===== src/rtl/trend_pkg.sv =====
// trend_pkg: shared encodings, FSM states, trend weights/thresholds and LFSR polynomial
// Optional feature macro: TREND_MODEL_EN (consumers use trend_sum/TH_* only when it is defined)
package trend_pkg;
  typedef enum logic [1:0] {M_CONST = 2'b00, M_ALT = 2'b01, M_RAND = 2'b10, M_BURST = 2'b11} mode_t;
  typedef enum logic [1:0] {S_IDLE, S_RUN, S_DONE} state_t;
  localparam logic [3:0] W3 = 4'd8, W2 = 4'd4, W1 = 4'd2, W0 = 4'd1;
  localparam logic [3:0] TH_HI = 4'd8, TH_LO = 4'd4;
  localparam logic [15:0] LFSR_MASK = 16'hB400;
  function automatic logic [3:0] trend_sum(input logic [3:0] w);
    return (w[3] ? W3 : 4'd0) + (w[2] ? W2 : 4'd0) + (w[1] ? W1 : 4'd0) + (w[0] ? W0 : 4'd0);
  endfunction
endpackage


===== src/rtl/trend_lfsr.sv =====
// trend_lfsr: right-shifting Galois LFSR with synchronous load and advance
// Ports: clk, reset (async, active-high), load_i (reload seed), adv_i (one step), state_o (current state)
module trend_lfsr #(
  parameter int W = 16,
  parameter logic [W-1:0] MASK = W'(16'hB400),
  parameter logic [W-1:0] SEED = W'(16'hACE1)
) (
  input  logic         clk,
  input  logic         reset,
  input  logic         load_i,
  input  logic         adv_i,
  output logic [W-1:0] state_o
);
  // an all-zero state would lock up the register, so a zero seed becomes 1
  localparam logic [W-1:0] SEED_NZ = (SEED == '0) ? W'(1) : SEED;
  logic [W-1:0] lfsr_q, lfsr_d;
  always_comb lfsr_d = load_i ? SEED_NZ : adv_i ? ((lfsr_q >> 1) ^ (lfsr_q[0] ? MASK : '0)) : lfsr_q;
  always_ff @(posedge clk or posedge reset)
    if (reset) lfsr_q <= SEED_NZ;
    else lfsr_q <= lfsr_d;
  assign state_o = lfsr_q;
endmodule


===== src/rtl/trend_stream_gen.sv =====
// trend_stream_gen: programmable serial bit-stream generator (const/alternate/random/burst)
// Ports: clk, reset (async, active-high); start/stop/step_en control; mode/density/run_len/length config
//        latched at start; bit_out/bit_valid stream; busy, done pulse, saturating count; exp_trend golden
//        trend decision, built only when TREND_MODEL_EN is defined, otherwise tied 0.
module trend_stream_gen
  import trend_pkg::*;
#(
  parameter int LFSR_W = 16,
  parameter logic [LFSR_W-1:0] SEED = LFSR_W'(16'hACE1),
  parameter int LEN_W = 12
) (
  input  logic             clk,
  input  logic             reset,
  input  logic             start,
  input  logic             stop,
  input  logic             step_en,
  input  logic [1:0]       mode,
  input  logic [3:0]       density,
  input  logic [3:0]       run_len,
  input  logic [LEN_W-1:0] length,
  output logic             bit_out,
  output logic             bit_valid,
  output logic             busy,
  output logic             done,
  output logic [LEN_W-1:0] count,
  output logic             exp_trend
);
  state_t state_q, state_d;
  mode_t mode_q, mode_d;
  logic [3:0] dens_q, dens_d, rl_q, rl_d, pos_q, pos_d;
  logic [LEN_W-1:0] len_q, len_d, count_q, count_d;
  logic lvl_q, lvl_d, bit_q, bit_d, valid_q, valid_d, done_q, done_d;
  logic go, emit, last, gen_bit, wrap;
  logic [LFSR_W-1:0] lfsr;
  logic lfsr_unused;
  trend_lfsr #(.W(LFSR_W), .MASK(LFSR_W'(LFSR_MASK)), .SEED(SEED)) u_lfsr (
    .clk(clk),
    .reset(reset),
    .load_i(go),
    .adv_i(emit && mode_q == M_RAND),
    .state_o(lfsr)
  );
  assign lfsr_unused = ^lfsr[LFSR_W-1:4];
  // alternate is latched as a burst of length 1, so one phase counter serves both
  always_comb begin
    go = state_q == S_IDLE && start;
    emit = state_q == S_RUN && step_en && !stop;
    last = emit && len_q != '0 && count_q == len_q - LEN_W'(1);
    wrap = pos_q == rl_q;
    gen_bit = mode_q == M_CONST ? |dens_q : mode_q == M_RAND ? lfsr[3:0] < dens_q : lvl_q;
    state_d = go ? S_RUN : (state_q == S_RUN && (stop || last)) ? S_DONE :
              state_q == S_DONE ? S_IDLE : state_q;
    mode_d = go ? mode_t'(mode) : mode_q;
    dens_d = go ? density : dens_q;
    rl_d = go ? (mode_t'(mode) == M_ALT ? 4'd0 : run_len) : rl_q;
    len_d = go ? length : len_q;
    pos_d = go ? 4'd0 : emit ? (wrap ? 4'd0 : pos_q + 4'd1) : pos_q;
    lvl_d = go ? 1'b1 : (emit && wrap) ? ~lvl_q : lvl_q;
    count_d = go ? '0 : (emit && count_q != '1) ? count_q + LEN_W'(1) : count_q;
    bit_d = emit ? gen_bit : bit_q;
    valid_d = emit;
    done_d = state_q == S_DONE;
  end
  always_ff @(posedge clk or posedge reset)
    if (reset) begin
      state_q <= S_IDLE;
      mode_q <= M_CONST;
      dens_q <= '0;
      rl_q <= '0;
      len_q <= '0;
      pos_q <= '0;
      lvl_q <= 1'b0;
      count_q <= '0;
      bit_q <= 1'b0;
      valid_q <= 1'b0;
      done_q <= 1'b0;
    end else begin
      state_q <= state_d;
      mode_q <= mode_d;
      dens_q <= dens_d;
      rl_q <= rl_d;
      len_q <= len_d;
      pos_q <= pos_d;
      lvl_q <= lvl_d;
      count_q <= count_d;
      bit_q <= bit_d;
      valid_q <= valid_d;
      done_q <= done_d;
    end
`ifdef TREND_MODEL_EN
  // decision uses the window as it was before this bit shifts in
  logic [3:0] win_q, win_d, sum;
  logic trend_q, trend_d;
  always_comb begin
    sum = trend_sum(win_q);
    win_d = go ? 4'd0 : emit ? {win_q[2:0], gen_bit} : win_q;
    trend_d = go ? 1'b0 : !emit ? trend_q : sum >= TH_HI ? 1'b1 : sum < TH_LO ? 1'b0 : trend_q;
  end
  always_ff @(posedge clk or posedge reset)
    if (reset) begin
      win_q <= '0;
      trend_q <= 1'b0;
    end else begin
      win_q <= win_d;
      trend_q <= trend_d;
    end
  assign exp_trend = trend_q;
`else
  assign exp_trend = 1'b0;
`endif
  assign bit_out = bit_q;
  assign bit_valid = valid_q;
  assign busy = state_q != S_IDLE;
  assign done = done_q;
  assign count = count_q;
endmodule

===== config.mk =====
export PLATFORM = sky130hd
export DESIGN_NAME = trend_stream_gen
export DESIGN_NICKNAME = d
export VERILOG_FILES = /design/src/rtl/trend_pkg.sv /design/src/rtl/trend_lfsr.sv /design/src/rtl/trend_stream_gen.sv
export SDC_FILE = /design/constraint.sdc
export NUM_CORES = 1
export LEC_CHECK = 0
export BUFFER_PORTS_ARGS = -buffer_cell sky130_fd_sc_hd__buf_4
export CAP_MARGIN = 20
export CORE_MARGIN = 8
export CORE_UTILIZATION = 62
export DETAILED_ROUTE_END_ITERATION = 12
export GPL_ROUTABILITY_DRIVEN = 1
export GPL_TIMING_DRIVEN = 0
export PLACE_DENSITY = 0.85
export SKIP_CTS_REPAIR_TIMING = 1
export SYNTH_ARGS = -nofsm -noshare
export SYNTH_HDL_FRONTEND = slang
export SYNTH_SLANG_ARGS = --single-unit

===== constraint.sdc =====
create_clock -name clk -period 4.9 [get_ports clk]
set_input_delay 0.98 -clock clk [delete_from_list [all_inputs] [get_ports clk]]
set_output_delay 0.98 -clock clk [all_outputs]
set_load 0.05 [all_outputs]

==> flow_summary.yaml, run 1 <==
run_status:
  status: "complete, no violations"
sta:
  hold_ws_ns: 0.458
  max_slew.worst_pin.slew_ns: 0.737
  slew_violations: 0
  rsz0062_at_grt: "no"
  setup_ws_ns: 2.58
  clock_skew_ns: 0.00715
  hold_viol: 0
  post-route-period-util: 0.474
  min_period_ns: 2.32
  setup_tns_ns: 0
  maxSlewHeadroom: 0.508
  max_freq_mhz: 431
  setup_viol: 0
clock_network:
  insertion_delay_ns: 0.35
  cts-root-buf: "clkbuf_8"
  cts_tree: "done"
  h-tree-depth: 3
  clock_sinks: 60
  clockBufferDepth: 2
  clkTransAtPathRegs_ns: 0.07
  cts-buffers-inserted: 9
grt:
  grt_max_degree: 35
  grt_pass1_vias: 2649
  use_met1: 0.247
  grt.busiest_layer: "met2"
  use_met3: 0.0525
  grt_pass1_wl_mm: 12.4
  use_met2: 0.354
  grt_use_total: 0.211
  antenna_found_initial: 0
  grt_overflow: 0
worst_setup_path:
  reg2reg_from: "len_q[0]"
  worstPathRequired_ns: 5.11
  path_max_fanout: 10
  r2r_slack_ns: 2.65
  endpoint_kind: "register"
  cp.arrival_ns: 2.53
  startpoint_type: "primary input"
  crit-reg2reg-capture: "state_q[0]"
  crit_type: "in2reg"
  crit_path_start: "stop"
  rr_worst_depth: 10
  critPathCapture: "state_q[0]"
placed_design:
  numPortBuffers: 42
  dpl.cell_count: 468
  dp_slack_ns: 2.27
  gp_congestion: 0.895
  dpl.hpwl_mm: 5.39
synthesis:
  syn-num-nets: 389
  synthMuxAreaShare: 0.00315
  syn_area_per_cell_um2: 8.96
  synthXorXnorAreaFrac: 0.0739
  synthAdderAreaFrac: 0.0275
  synth_edf_count: 0
  synth_flop_cell: "dfrtp_1"
  syn-cell-area_um2: 3180
  async_flop_share: 1.00
  ys_warn_count: 0
  synth_top_family_by_area: "simple AND/OR/NAND/NOR gates"
  ys_seq_area_frac: 0.475
  ys_seq_elements: 60
  synth-compound-area-share: 0.127
  synth_cell_types: 53
  postSynthCellCount: 355
  synth_simple_gate_area_frac: 0.250
floorplan:
  die_w_um: 87.6
  rows: 26
  start_util: 0.631
  coreArea_um2: 5040
  die_y_um: 87.6
  num_io_pins: 44
  die_area_um2: 7680
power_and_ir_drop:
  power_density_nw_per_um2: 555
  peakVddDrop_mv: 0.332
  p_leak_nw: 1.81
detailed_routing:
  remaining_drc_errors: 0
  wl_mm: 7.53
  drtPass1Iterations: 4
  drtIter0Drc: 140
  drtAntennaViolNets: 0
  routed_via_density: 5.59
  num_vias: 2699
  wl_per_cell_um: 15.6
layout:
  nFillCells: 383
  instances_no_fill: 483
  diodes: 0
  drive_above_1_share: 0.201
  regArea_um2: 1510
  syn_to_final_growth_pct: 20.3
  nets: 443
  multi_input_area_um2: 1540
run:
  drv_cap: 0
worst_hold_path:
  hold_class: "reg2reg"
[placed cells by master (no fill, tap or decap), types with 3 or more instances in the layout]
master and count:
a21o_1 3, a21oi_1 12, and3_1 3, buf_2 4, buf_4 45, clkbuf_1 11
clkbuf_8 11, dfrtp_1 52, dfstp_2 8, ha_1 7, inv_1 11, nand2_1 88
nand2b_1 5, nand3_1 22, nand4_1 4, nor2_1 16, nor3_1 9, nor4_1 5
o21ai_0 25, or3_1 3, xnor2_1 17, xor2_1 8
[critical path, cell delays in order]
cell and delay (ns):
buf_4 0.12, nand4bb_1 0.17, buf_2 0.20, nor3_1 0.31, o2111ai_1 0.16, nor4_1 0.28, o2111a_1 0.26, a21oi_1 0.05
[logic make-up (layout without fill, tap and decap cells)]
logic type	after synthesis	count (layout)
flip-flops	60	60
buffers and inverters	31	89
other	1	1
AO/OA/AOI/OAI	61	61
XOR/XNOR	26	26
AND/OR/NAND/NOR	168	168
adder cells (fa/ha/maj)	7	7
multiplexers	1	1
[how the worst min path moves through the flow]
stage / startpoint / endpoint / slack [ns] / cells after the start
2_1_floorplan: u_lfsr.state_o[6] / u_lfsr.state_o[5] / 0.43 / 2
3_3_place_gp: u_lfsr.state_o[7] / u_lfsr.state_o[6] / 0.45 / 2
3_5_place_dp: u_lfsr.state_o[7] / u_lfsr.state_o[6] / 0.45 / 2
4_1_cts: u_lfsr.state_o[7] / u_lfsr.state_o[6] / 0.46 / 2
5_1_grt: u_lfsr.state_o[7] / u_lfsr.state_o[6] / 0.48 / 2
6_report: u_lfsr.state_o[7] / u_lfsr.state_o[6] / 0.46 / 2
[cells in the mapped netlist (all sizes together) (2+ instances only)]
cell,number,area share
nand2,88,0.10
dfrtp,52,0.41
o21ai,25,0.039
nand3,22,0.035
nor2,17,0.021
xnor2,17,0.047
a21oi,12,0.019
inv,12,0.014
clkbuf,11,0.013
nor3,10,0.017
xor2,9,0.027
buf,8,0.015
dfstp,8,0.066
ha,7,0.028
nor4,7,0.018
nand2b,5,0.0098
nand4,5,0.015
a21o,3,0.0071
and3,3,0.0059
o31ai,3,0.013
or3,3,0.0059
a211oi,2,0.0047
nor2b,2,0.0039
o211a,2,0.0063
o211ai,2,0.0047
o31a,2,0.0055
[through the flow]
stage                     power [mW]  cell area, um2  utilization
after detailed placement        1.62            3600        0.715
after CTS                       2.13            3830        0.759
after global placement          1.59            3580        0.711
after global routing            2.26            3830        0.759
final                           2.13            3830        0.759
after floorplan                 1.40            3180            -
[layout make-up]
class / count / area share
clock inverters: 4 / 0.0190
clock buffers: 11 / 0.0395
multi-input cells: 264 / 0.402
inverters: 12 / 0.0118
well taps: 70 / 0.0229
repair buffers: 43 / 0.0876
flip-flops and latches: 60 / 0.395
plain buffers: 19 / 0.0229
[layer usage]
layer  vias up  share of wire
met3        11          0.049
met5         -              0
met4         0          0.015
li1       1321              -
met1      1301           0.44
met2        66           0.50
[registers in the layout, indices dropped and copies added, names as in the netlist]
register	cells
lvl_q	1
rl_q	4
u_lfsr.state_o	16
len_q	12
state_q	2
bit_valid	1
pos_q	4
done	1
mode_q	2
dens_q	4
count	12
bit_out	1
[report_power, final]
part	total [mW]	switching, mW	internal [mW]
combinational	0.796	0.477	0.319
sequential	0.825	0.157	0.668
clock	0.505	0.195	0.310
No activity file was read; power rests on OpenSTA's default activity.
==> run 2, diff against run 1 <==
- CORE_UTILIZATION: 62 -> 52
- PLACE_DENSITY: 0.85 -> 0.76
- clock period: 4.9 -> 2.1 ns (I/O delays scaled with it)
==> run 2 against run 1 <==
Net effect:
- register-to-register slack got worse by 2.6 ns
- global-route usage fell by 2.9 points
- largest cell class unchanged
- largest power group unchanged
- final area fell by 0.33%
- count of clock-buffer cells in the layout did not move
- non-clock buffer count did not move
- sequential power rose by 140%
- cell count rose by 1.2%
- clock power rose by 72%
- worst setup slack got worse by 2.5 ns
==> flow_summary.yaml, run 2 (same netlist as run 1, synthesis figures left out) <==
run_status:
  status: "complete, no violations"
detailed_routing:
  drtPass1Iterations: 6
  wl_per_cell_um: 15.4
  routed_via_density: 5.57
  wl_mm: 7.55
  remaining_drc_errors: 0
  drtIter0Drc: 173
  drtAntennaViolNets: 0
  num_vias: 2724
worst_setup_path:
  worstPathCellList: "buf_6, inv_4, ha_4, buf_8, nand2_1, o211a_1, o31a_1, nor4_2, o2111a_1, a21oi_1"
  endpoint_kind: "register"
  crit-reg2reg-capture: "state_q[0]"
  slowest_delay_ns: 0.38
  cp_slowest_cell: "dfrtp_1"
  reg2reg_from: "len_q[0]"
  path_delay_family: "compound AO/OA/AOI/OAI gates"
  critPathCapture: "state_q[0]"
  r2r_slack_ns: 0.08
  path_max_fanout: 10
  crit_path_start: "len_q[0]"
  cp.arrival_ns: 2.22
  rr_worst_depth: 10
  crit_cells: 10
  startpoint_type: "register"
  crit_type: "reg2reg"
  worstPathRequired_ns: 2.29
  critPathBufInv: 3
sta:
  hold_ws_ns: 0.159
  slew_violations: 0
  min_period_ns: 2.02
  clock_skew_ns: 0.00655
  hold_viol: 0
  max_slew.worst_pin.slew_ns: 0.599
  maxSlewHeadroom: 0.600
  post-route-period-util: 0.963
  max_freq_mhz: 494
  setup_viol: 0
floorplan:
  rows: 28
  coreArea_um2: 5920
  die_y_um: 94.2
  die_area_um2: 8880
  num_io_pins: 44
  start_util: 0.537
  die_w_um: 94.2
grt:
  grt_max_degree: 34
  grt_pass1_wl_mm: 12.8
  grt_overflow: 0
  grt_pass1_vias: 2696
  grt_use_total: 0.182
  antenna_found_initial: 0
placed_design:
  numPortBuffers: 42
  dpl.cell_count: 473
  dpl.hpwl_mm: 5.53
  place_area_um2: 3610
  gp_congestion: 0.876
power_and_ir_drop:
  peakVddDrop_mv: 0.727
  total_power_mw: 4.76
  power_density_nw_per_um2: 1250
  p_leak_nw: 1.79
clock_network:
  insertion_delay_ns: 0.33
  clkTransAtPathRegs_ns: 0.07
  cts-root-buf: "clkbuf_8"
  cts_tree: "done"
  clockBufferDepth: 2
  h-tree-depth: 3
  clock_sinks: 60
  cts-buffers-inserted: 9
layout:
  syn_to_final_growth_pct: 19.9
  layout_common_cells: "88 x nand2_1, 51 x dfrtp_1, 43 x buf_4"
  nets: 443
  fin_area_um2: 3820
  final_common_cell: "nand2_1"
  diodes: 0
  drive_above_1_share: 0.215
  instances_no_fill: 489
  largest_reg_flops: 16
run:
  drv_cap: 0
worst_hold_path:
  hold_class: "in2async"
-- run 2: cell count changes in the layout (fill, tap and decap cells not counted), sizes merged --
cell	previous run	this run
clkinv	1	5
bufinv	2	0
clkinvlp	1	0
-- run 2: how the worst min path moves through the flow --
stage                            startpoint                 to  slack (ns)
after floorplan           u_lfsr.state_o[6]  u_lfsr.state_o[5]        0.43
after global placement    u_lfsr.state_o[7]  u_lfsr.state_o[6]        0.44
after detailed placement  u_lfsr.state_o[7]  u_lfsr.state_o[6]        0.45
after CTS                             reset  u_lfsr.state_o[4]        0.16
after global routing                  reset  u_lfsr.state_o[4]        0.20
final                                 reset          dens_q[2]        0.16
-- run 2: per-stage QoR --
stage                     setup WS [ns]  setup TNS [ns]  utilization
after CTS                        -0.255          -0.501        0.637
after floorplan                  0.0152               0            -
after global placement           -0.547          -28.76        0.607
final                            0.0767               0        0.645
after global routing            -0.0241         -0.0241        0.645
after detailed placement         -0.253          -0.493        0.610
-- run 2: area by class of cell --
| type | instances | area (um2) |
|---|---|---|
| fill | 513 | 2100 |
| timing repair buffer | 43 | 335 |
| clock buffer | 11 | 131 |
| clock inverter | 5 | 28.8 |
| tap | 75 | 93.8 |
| multi-input combinational | 264 | 1570 |
| inverter | 12 | 47.5 |
| sequential | 60 | 1510 |
| buffer | 19 | 101 |
-- run 2: layer usage --
metal	vias to the layer above	routed length, um	track usage
met5	-	0	0
met4	0	106	0.0727
met3	9	372	0.0480
met2	56	3800	0.301
met1	1334	3270	0.219
li1	1325	-	-
-- run 2: report_power, final --
part	internal [mW]	switching [mW]	total, mW
logic	0.801	1.15	1.95
clock network	0.422	0.445	0.867
registers	1.56	0.387	1.95
total	2.78	1.98	4.76
